$ cat config.mk
export PLATFORM = sky130hd
export DESIGN_NAME = unified_mem_arbiter
export DESIGN_NICKNAME = d
export VERILOG_FILES = /design/src/rtl/unified_mem_arbiter.sv
export SDC_FILE = /design/constraint.sdc
export NUM_CORES = 1
export LEC_CHECK = 0
export BUFFER_PORTS_ARGS = -buffer_cell sky130_fd_sc_hd__buf_2
export CAP_MARGIN = 10
export CORE_ASPECT_RATIO = 1.5
export CORE_UTILIZATION = 46
export DETAILED_ROUTE_END_ITERATION = 7
export HOLD_SLACK_MARGIN = 0.03
export PLACE_DENSITY_LB_ADDON = 0.12
export SLEW_MARGIN = 20
export SYNTH_ARGS = -nofsm -noshare
export SYNTH_HDL_FRONTEND = slang
export SYNTH_SLANG_ARGS = --single-unit
$ cat constraint.sdc
create_clock -name clk -period 1.95 [get_ports clk]
set_input_delay 0.39 -clock clk [delete_from_list [all_inputs] [get_ports clk]]
set_output_delay 0.39 -clock clk [all_outputs]
set_load 0.03 [all_outputs]
$ cat src/rtl/unified_mem_arbiter.sv
// unified_mem_arbiter
//   Shares one single-port, variable-latency memory between the instruction-fetch
//   port and the data port. One access is outstanding at a time. Responses are
//   registered and reported with a one-cycle valid pulse. Data normally wins;
//   a saturating starvation counter hands the slot to fetch once data has been
//   granted STARVE_LIMIT times in a row while fetch was waiting.
//
// Ports
//   clk, rst_n                       clock (rising edge), async active-low reset
//   if_req/if_addr                   fetch request (level) and address
//   if_rdata/if_valid/if_stall       fetched word, completion pulse, stall
//   d_req/d_we/d_addr/d_wdata        data request (level), store flag, addr, data
//   d_rdata/d_valid/d_stall          load data, completion pulse, stall
//   mem_req/mem_we/mem_addr/mem_wdata  memory request, held until mem_ready
//   mem_rdata/mem_ready              memory response
//   err                              one-cycle watchdog timeout pulse
//
// Optional feature
//   ARB_TIMEOUT_EN: watchdog aborts an access after TIMEOUT_CYCLES busy cycles
//   without mem_ready (fetch returns NOP, load returns 0, err pulses).
//   Without it err is constant 0 and an access waits indefinitely.
module unified_mem_arbiter #(
  parameter int unsigned ADDR_W         = 32,
  parameter int unsigned DATA_W         = 32,
  parameter int unsigned STARVE_LIMIT   = 4,
  parameter int unsigned TIMEOUT_CYCLES = 64
) (
  input  logic              clk,
  input  logic              rst_n,
  input  logic              if_req,
  input  logic [ADDR_W-1:0] if_addr,
  output logic [DATA_W-1:0] if_rdata,
  output logic              if_valid,
  output logic              if_stall,
  input  logic              d_req,
  input  logic              d_we,
  input  logic [ADDR_W-1:0] d_addr,
  input  logic [DATA_W-1:0] d_wdata,
  output logic [DATA_W-1:0] d_rdata,
  output logic              d_valid,
  output logic              d_stall,
  output logic              mem_req,
  output logic              mem_we,
  output logic [ADDR_W-1:0] mem_addr,
  output logic [DATA_W-1:0] mem_wdata,
  input  logic [DATA_W-1:0] mem_rdata,
  input  logic              mem_ready,
  output logic              err
);

  localparam int unsigned     CntW      = $clog2(STARVE_LIMIT + 1);
  localparam logic [CntW-1:0] StarveMax = CntW'(STARVE_LIMIT);

  typedef enum logic [1:0] {StIdle, StBusyI, StBusyD} state_e;

  state_e            state_q, state_d;
  logic              mem_req_q, mem_req_d;
  logic              mem_we_q, mem_we_d;
  logic [ADDR_W-1:0] mem_addr_q, mem_addr_d;
  logic [DATA_W-1:0] mem_wdata_q, mem_wdata_d;
  logic [DATA_W-1:0] if_rdata_q, if_rdata_d;
  logic [DATA_W-1:0] d_rdata_q, d_rdata_d;
  logic              if_valid_q, if_valid_d;
  logic              d_valid_q, d_valid_d;
  logic              err_q, err_d;
  logic [CntW-1:0]   starve_cnt_q, starve_cnt_d;
  logic              if_elig, d_elig, grant_i, grant_d;

`ifdef ARB_TIMEOUT_EN
  localparam int unsigned    WdW    = $clog2(TIMEOUT_CYCLES + 1);
  localparam logic [WdW-1:0] WdLast = WdW'(TIMEOUT_CYCLES - 1);
  logic [WdW-1:0] wd_cnt_q, wd_cnt_d;
`endif

  // A port in its valid cycle still has req high; masking it stops a reissue.
  assign if_elig = if_req && !if_valid_q;
  assign d_elig  = d_req && !d_valid_q;

  always_comb begin
    state_d      = state_q;
    mem_req_d    = mem_req_q;
    mem_we_d     = mem_we_q;
    mem_addr_d   = mem_addr_q;
    mem_wdata_d  = mem_wdata_q;
    if_rdata_d   = if_rdata_q;
    d_rdata_d    = d_rdata_q;
    if_valid_d   = 1'b0;
    d_valid_d    = 1'b0;
    err_d        = 1'b0;
    starve_cnt_d = starve_cnt_q;
    grant_i      = 1'b0;
    grant_d      = 1'b0;
`ifdef ARB_TIMEOUT_EN
    wd_cnt_d     = wd_cnt_q;
`endif

    unique case (state_q)
      StIdle: begin
`ifdef ARB_TIMEOUT_EN
        wd_cnt_d = '0;
`endif
        if (d_elig && (!if_elig || starve_cnt_q != StarveMax)) begin
          grant_d     = 1'b1;
          state_d     = StBusyD;
          mem_req_d   = 1'b1;
          mem_we_d    = d_we;
          mem_addr_d  = d_addr;
          mem_wdata_d = d_wdata;
        end else if (if_elig) begin
          grant_i    = 1'b1;
          state_d    = StBusyI;
          mem_req_d  = 1'b1;
          mem_we_d   = 1'b0;
          mem_addr_d = if_addr;
        end
      end
      StBusyI, StBusyD: begin
        if (mem_ready) begin
          state_d   = StIdle;
          mem_req_d = 1'b0;
          if (state_q == StBusyI) begin
            if_valid_d = 1'b1;
            if_rdata_d = mem_rdata;
          end else begin
            d_valid_d = 1'b1;
            if (!mem_we_q) d_rdata_d = mem_rdata;
          end
        end
`ifdef ARB_TIMEOUT_EN
        else if (wd_cnt_q == WdLast) begin
          state_d   = StIdle;
          mem_req_d = 1'b0;
          err_d     = 1'b1;
          if (state_q == StBusyI) begin
            if_valid_d = 1'b1;
            if_rdata_d = DATA_W'(32'h0000_0013);
          end else begin
            d_valid_d = 1'b1;
            if (!mem_we_q) d_rdata_d = '0;
          end
        end else begin
          wd_cnt_d = wd_cnt_q + WdW'(1);
        end
`endif
      end
      default: state_d = StIdle;
    endcase

    if (!if_req || grant_i) begin
      starve_cnt_d = '0;
    end else if (grant_d && starve_cnt_q != StarveMax) begin
      starve_cnt_d = starve_cnt_q + CntW'(1);
    end
  end

  always_ff @(posedge clk or negedge rst_n) begin
    if (!rst_n) begin
      state_q      <= StIdle;
      mem_req_q    <= 1'b0;
      mem_we_q     <= 1'b0;
      mem_addr_q   <= '0;
      mem_wdata_q  <= '0;
      if_rdata_q   <= '0;
      d_rdata_q    <= '0;
      if_valid_q   <= 1'b0;
      d_valid_q    <= 1'b0;
      err_q        <= 1'b0;
      starve_cnt_q <= '0;
    end else begin
      state_q      <= state_d;
      mem_req_q    <= mem_req_d;
      mem_we_q     <= mem_we_d;
      mem_addr_q   <= mem_addr_d;
      mem_wdata_q  <= mem_wdata_d;
      if_rdata_q   <= if_rdata_d;
      d_rdata_q    <= d_rdata_d;
      if_valid_q   <= if_valid_d;
      d_valid_q    <= d_valid_d;
      err_q        <= err_d;
      starve_cnt_q <= starve_cnt_d;
    end
  end

`ifdef ARB_TIMEOUT_EN
  always_ff @(posedge clk or negedge rst_n) begin
    if (!rst_n) wd_cnt_q <= '0;
    else        wd_cnt_q <= wd_cnt_d;
  end
`endif

  assign mem_req   = mem_req_q;
  assign mem_we    = mem_we_q;
  assign mem_addr  = mem_addr_q;
  assign mem_wdata = mem_wdata_q;
  assign if_rdata  = if_rdata_q;
  assign d_rdata   = d_rdata_q;
  assign if_valid  = if_valid_q;
  assign d_valid   = d_valid_q;
  assign err       = err_q;
  assign if_stall  = if_req && !if_valid_q;
  assign d_stall   = d_req && !d_valid_q;

endmodule

==> impl_results.md, run 1 <==
- Critical R2R Launch: state_q[0]$_DFFE_PN0P_
- Min cycle time layout: 1.82 ns
- Total Neg Setup Slack: 0 ns
- Ys async rst share: 100%
- All-Layer GR Usage: 23.8%
- Final core utilization: 64.8%
- Clock Sinks: 137
- Grt peak-use layer: met2
- Met1 Use GR: 27.7%
- Clk Latency, worst-skew pair: 0.41 ns
- Status: completed
- Slew Viols, Final: 0
- Die Wd: 97.4 um
- Drt pass-1 iters: 5
- Remaining DRCs: 0
- Mapped cell area: 6270 um^2
- Startpoint of the worst hold path: d_wdata[31]
- Hold Crit Depth: 2
- Routed wire length: 16.6 mm
- Met3 usage: 6.41%
- Post-DP HPWL: 11.8 mm
- Synth Flop Type: dfrtp_1
- Reg2reg path depth: 6
- Top post-synthesis cells by area: dfrtp_1, mux2_2, mux2_4, a221oi_1, and3b_1
- Num ports: 269
- Initial DRC count: 237
- Post-route ant nets: 0
- Final net count: 894
- Synth top area share: 54.6%
- Initial antenna violation count: 1
- Gr ovfl total: 0
- CTS buffer count: 17
- PortBufs: 267
- DP Area: 7850 um^2
- Synth-to-Final Area Change: 35.7%
- CTS clk-pin slew, worst paths: 0.06 ns
- Share of cells above drive strength 1: 55.3%
- Fin crit share: 93.1%
- Startpoint Class: flip-flop
- Vias in the first global route: 5,342
- Gpl congestion: 0.823
- Core area: 13,100 um^2
- Final setup vio count: 0
- EDFF count, synth: 0
- Reg-to-reg endpoint: d_rdata[21]$_DFFE_PN0P_
- Area leader, netlist: dfrtp_1
- Max H-tree Level: 4
- R2r setup slk: 0.16 ns
- CTS tree: yes
- Fmax: 0.551 GHz
- Final Cell Area: 8510 um^2
- RSZ-0062 raised after global routing: no
- Max_cap viols: 0
- # rows: 51
- Post-synthesis cell type count: 38
- Yosys reg bits: 137
- Fillers: 1,054
- Die area: 14,100 um^2
- First-pass GRT wire length: 26.9 mm
- Worst Setup End Kind: primary output
- Largest net degree at the start of global routing: 55
- Worst EP required: 1.56 ns
- Max VDD drop: 1210 uV
- P_leak: 0.00435 uW
- DR vias: 5,023
- Worst-path maximum fanout: 5
- Clk buf depth: 2
- Critical Path Source: if_valid$_DFF_PN0_
- Post-Syn Nets: 622
- Final hold vios: 0
- Setup CP Type: flip-flop to primary output
- Mapped Cells: 484
- Syn avg cell area: 13.0 um^2
- N_diodes: 0
- GRT met2 Usage: 41.8%
- Post-placement cell count: 889
- Starting density of the core: 47.7%
- Worst Skew: 0.00928 ns
- Avg WL per Cell: 17.9 um
- Arr. time, crit path: 1.43 ns
- Synth Warn #: 0
- Die Ht: 145 um
- Clk root buf: clkbuf_16
- Register area share after synthesis: 54.6%
- Post-DR vias/cell: 5.42
- Final Non-Filler Cells: 927
- Worst Hold End: mem_wdata[31]$_DFFE_PN0P_
- PD cells: 1990 nW/um^2
- Hold WC Path Type: primary input to flip-flop
power breakdown:
| part | internal, uW | switching, uW | leakage (uW) |
|---|---|---|---|
| Clock | 2020 | 1240 | 0.000293 |
| Sequential | 4290 | 768 | 0.00161 |
| Combinational | 3310 | 5270 | 0.00245 |
| Total | 9630 | 7280 | 0.00435 |
worst max path at each step:
stage | to | slack [ns] | cells after the start
5_1_grt | d_rdata[13]$_DFFE_PN0P_ | 0.04 | 6
3_5_place_dp | mem_wdata[13]$_DFFE_PN0P_ | 0.08 | 6
4_1_cts | mem_wdata[13]$_DFFE_PN0P_ | 0.07 | 6
6_report | if_stall | 0.13 | 3
2_1_floorplan | d_rdata[10]$_DFFE_PN0P_ | 0.25 | 6
3_3_place_gp | mem_wdata[14]$_DFFE_PN0P_ | 0.16 | 6
cells in the final DEF, fill, tap and decap left out, drive strengths merged, types with 4 or more instances in the layout:
| cell | Yosys | layout |
|---|---|---|
| mux2 | 96 | 96 |
| and3b | 32 | 32 |
| inv | 43 | 45 |
| o21ai | 36 | 36 |
| ha | 4 | 4 |
| dfrtp | 137 | 137 |
| a22oi | 32 | 32 |
| clkbuf | 20 | 18 |
| clkinv | 0 | 6 |
| buf | 21 | 293 |
| a221oi | 32 | 32 |
timing repair:
action | in CTS | in global routing
hold buffers | 1 | 0
resized for setup | 0 | 3
hold endpoints to repair | 46 | 0
setup buffers | 0 | 6
endpoints found under the setup margin | 0 | 5
cells by family (layout without fill, tap and decap cells):
kind of cell	count (synthesis)	in the layout	synth area share, %
other	1	1	0.0598
flip-flops	137	137	54.6
AND/OR/NAND/NOR	53	53	6.90
buffers and inverters	84	368	6.26
AO/OA/AOI/OAI	109	109	12.4
adder cells (fa/ha/maj)	4	4	0.798
multiplexers	96	96	19.0
state kept, by name, summed over array words and instances, names as in the netlist:
register,count
if_valid,1
mem_we,1
mem_wdata,32
d_valid,1
if_rdata,32
d_rdata,32
state_q,2
mem_addr,32
starve_cnt_q,3
mem_req,1
through the flow:
stage	hold slack (ns)	total power, uW	worst slack, ns
2_1_floorplan	0.0944	11100	0.246
3_3_place_gp	0.372	13400	0.159
3_5_place_dp	0.377	13600	0.0843
4_1_cts	0.194	16900	0.0697
5_1_grt	0.194	17800	0.0433
6_report	0.210	16900	0.135
critical path, cell delays in order, from the launching register on:
cell and delay (ns):
dfrtp_1 0.45, nand2b_1 0.24, inv_2 0.12, buf_2 0.21
metal layers:
layer,vias to the layer above,share of wire [%],routed length [um]
met5,-,0.078,13
met4,2,1.2,201
met3,16,6.7,1120
met2,218,53,8790
met1,2474,39,6460
li1,2313,-,-
synth_stat cells (all sizes together), types with 2 or more instances:
master / count
mux2: 96
o211ai: 2
nor4: 2
a211oi: 3
o21ai: 36
dfrtp: 137
clkbuf: 20
a221oi: 32
and3b: 32
nand2: 3
ha: 4
or3: 2
a22oi: 32
nand2b: 3
buf: 21
nand4: 3
inv: 43
layout make-up:
| cell class | instances | area (um^2) | area share (%) |
|---|---|---|---|
| clock buffers | 18 | 429 | 5.04 |
| inverters | 43 | 170 | 2.00 |
| flip-flops and latches | 137 | 3430 | 40.3 |
| repair buffers | 294 | 1650 | 19.4 |
| well taps | 159 | 199 | 2.34 |
| clock inverters | 13 | 171 | 2.01 |
| multi-input cells | 263 | 2470 | 29.0 |
Power figures use the tool's default switching activity.
==> run 2: changes to the inputs <==
==> constraint.sdc (replaced) <==
create_clock -name clk -period 2.22 [get_ports clk]
set_input_delay 0.444 -clock clk [delete_from_list [all_inputs] [get_ports clk]]
set_output_delay 0.444 -clock clk [all_outputs]
set_load 0.03 [all_outputs]
==> impl_results.md, run 2 (synthesis results as in run 1) <==
- GRT met2 Usage: 42.2% (+0.35 points)
- Arr. time, crit path: 2.30 ns (+0.87 ns)
- Int Pwr: 8320 uW (-14%)
- Initial DRC count: 213 (-10%)
- Sequential power share: 30.1% (+0.2 points)
- Slowest stage delay, CP: 0.48 ns (+0.03 ns)
- Final setup vio count: 0 (unchanged)
- Clock Power Share: 19.5% (+0.2 points)
- Synth-to-Final Area Change: 33.7%
- Fmax: 0.498 GHz
- Die Ht: 145 um (unchanged)
- Tightest Pin Transition: 0.598 ns
- Core area: 13,100 um^2 (unchanged)
- Grt peak-use layer: met2
- Clk buf depth: 2 (unchanged)
- Relative slew slack: 60.1%
- # rows: 51 (unchanged)
- Post-route ant nets: 0 (unchanged)
- PD cells: 1750 nW/um^2 (-12%)
- Clk root buf: clkbuf_16
- Switching pwr: 6350 uW (-13%)
- Post-DP HPWL: 11.7 mm (-1.6%)
- Setup CP Type: flip-flop to flip-flop
- R2r setup slk: 0.21 ns (+0.05 ns)
- Routed wire length: 16.8 mm (+1.5%)
- Max VDD drop: 888 uV (-27%)
- Slowest cell on the critical path: buf_4
- Sequence of cells on the critical path: inv_1 -> ha_1 -> nand4b_2 -> nand3_4 -> buf_4 -> mux2_2
- Reg2reg path depth: 6 (unchanged)
- DR vias: 5,026 (+0.060%)
- RSZ-0062 raised after global routing: no
- Status: completed
- Share of cells above drive strength 1: 54.4% (-0.97 points)
- Clock Sinks: 137 (unchanged)
- Worst EP required: 2.51 ns (+0.95 ns)
- Cell family with most CP delay: buffers and inverters
- Remaining DRCs: 0 (unchanged)
- Total Neg Setup Slack: 0 ns (unchanged)
- Gr ovfl total: 0 (unchanged)
- Worst Setup End Kind: flip-flop
- First-pass GRT wire length: 27.4 mm (+1.8%)
- CTS clk-pin slew, worst paths: 0.06 ns (about the same)
- Met1 Use GR: 28.4% (+0.75 points)
- DP Area: 7780 um^2 (-0.80%)
- Hold WC Path Type: primary input to flip-flop
- Commonest cells after routing, fill and taps aside: buf_2, dfrtp_1, mux2_2
- Final hold vios: 0 (unchanged)
- Slew Viols, Final: 0 (unchanged)
- Final Cell Area: 8390 um^2 (-1.5%)
- P_leak: 0.00429 uW (-1.4%)
- Post-DR vias/cell: 5.49 (+1.4%)
- CTS buffer count: 17 (unchanged)
- PortBufs: 267 (unchanged)
- Gate power share: 50.3% (-0.4 points)
- Worst-path maximum fanout: 33 (+28)
- CTS tree: yes
- N_diodes: 0 (unchanged)
- Hold Crit Depth: 2 (unchanged)
- Vias in the first global route: 5,394 (+0.97%)
- Largest net degree at the start of global routing: 69 (+25%)
- Levels on crit path: 6 (+3)
- Initial antenna violation count: 0 (-1)
- Final net count: 883 (-1.2%)
- Met3 usage: 5.68% (-0.72 points)
- Drt pass-1 iters: 6 (+1)
- Startpoint Class: flip-flop
- Sw Ratio: 43.3% (+0.25 points)
- Max_cap viols: 0 (unchanged)
- Fin crit share: 90.4%
- Min cycle time layout: 2.01 ns
- Max H-tree Level: 4 (unchanged)
- Commonest non-fill, non-tap cell in the layout: buf_2
- Gpl congestion: 0.810 (-1.6%)
- Clk Latency, worst-skew pair: 0.41 ns (about the same)
- Starting density of the core: 47.7% (unchanged)
- Worst Skew: 0.0113 ns (+0.00198 ns)
- Avg WL per Cell: 18.4 um (+2.9%)
- Resize count post-CTS: 0 (unchanged)
- Die Wd: 97.4 um (unchanged)
- Num ports: 269 (unchanged)
- Buf/Inv on CP: 2 (unchanged)
- All-Layer GR Usage: 24.3% (+0.44 points)
- Die area: 14,100 um^2 (unchanged)
## run 2: what timing repair did
item | in CTS | in global routing
hold buffers | 1 | 0
setup buffers | 0 | 0
endpoints found under the hold margin | 39 | 0
## run 2: layout make-up
type,instances,area (um^2)
clock buffer,17,425
fill,1096,4750
multi-input combinational,263,2460
inverter,43,166
clock inverter,13,170
sequential,137,3430
timing repair buffer,283,1540
tap,159,199
## run 2: power groups by stage
| stage | Clock, uW | Sequential [uW] | Combinational (uW) |
|---|---|---|---|
| floorplan | 0 | 6850 | 2890 |
| global placement | 0 | 4390 | 7310 |
| detailed placement | 0 | 4430 | 7440 |
| CTS | 2930 | 4430 | 7460 |
| global route | 3020 | 4570 | 7850 |
| finish | 2860 | 4420 | 7390 |
## run 2: worst reg2reg max path, delay by kind of cell (launching register included)
family / cells / cell delay, ns
multiplexers: 1 / 0.44
buffers and inverters: 2 / 0.55
AND/OR/NAND/NOR: 2 / 0.28
adder cells (fa/ha/maj): 1 / 0.22
flip-flops: 1 / 0.41
## run 2: per-stage QoR
| step | worst slack, ns | utilization, % | std cells | power, uW | hold slack (ns) |
|---|---|---|---|---|---|
| floorplan | 0.516 | - | 484 | 9740 | 0.148 |
| global placement | 0.303 | 59.2 | 884 | 11700 | 0.439 |
| detailed placement | 0.212 | 59.2 | 884 | 11900 | 0.452 |
| CTS | 0.200 | 63.8 | 915 | 14800 | 0.250 |
| global route | 0.120 | 63.8 | 915 | 15400 | 0.250 |
| finish | 0.212 | 63.8 | 915 | 14700 | 0.263 |
## run 2: routing by layer
| layer | vias to the layer above | part of all wire, % |
|---|---|---|
| li1 | 2282 | - |
| met1 | 2494 | 38 |
| met2 | 221 | 52 |
| met3 | 29 | 7.2 |
| met4 | 0 | 2.4 |
| met5 | - | 0 |
## run 2: worst paths after layout
check                                             to                        start
hold / removal             mem_wdata[18]$_DFFE_PN0P_                  d_wdata[18]
min in group asynchronous    mem_addr[7]$_DFFE_PN0P_                        rst_n
hold reg to reg              d_rdata[17]$_DFFE_PN0P_      d_rdata[17]$_DFFE_PN0P_
max in group asynchronous   if_rdata[28]$_DFFE_PN0P_                        rst_n
setup reg to reg           mem_wdata[13]$_DFFE_PN0P_  starve_cnt_q[0]$_DFFE_PN0P_
setup / recovery           mem_wdata[13]$_DFFE_PN0P_  starve_cnt_q[0]$_DFFE_PN0P_
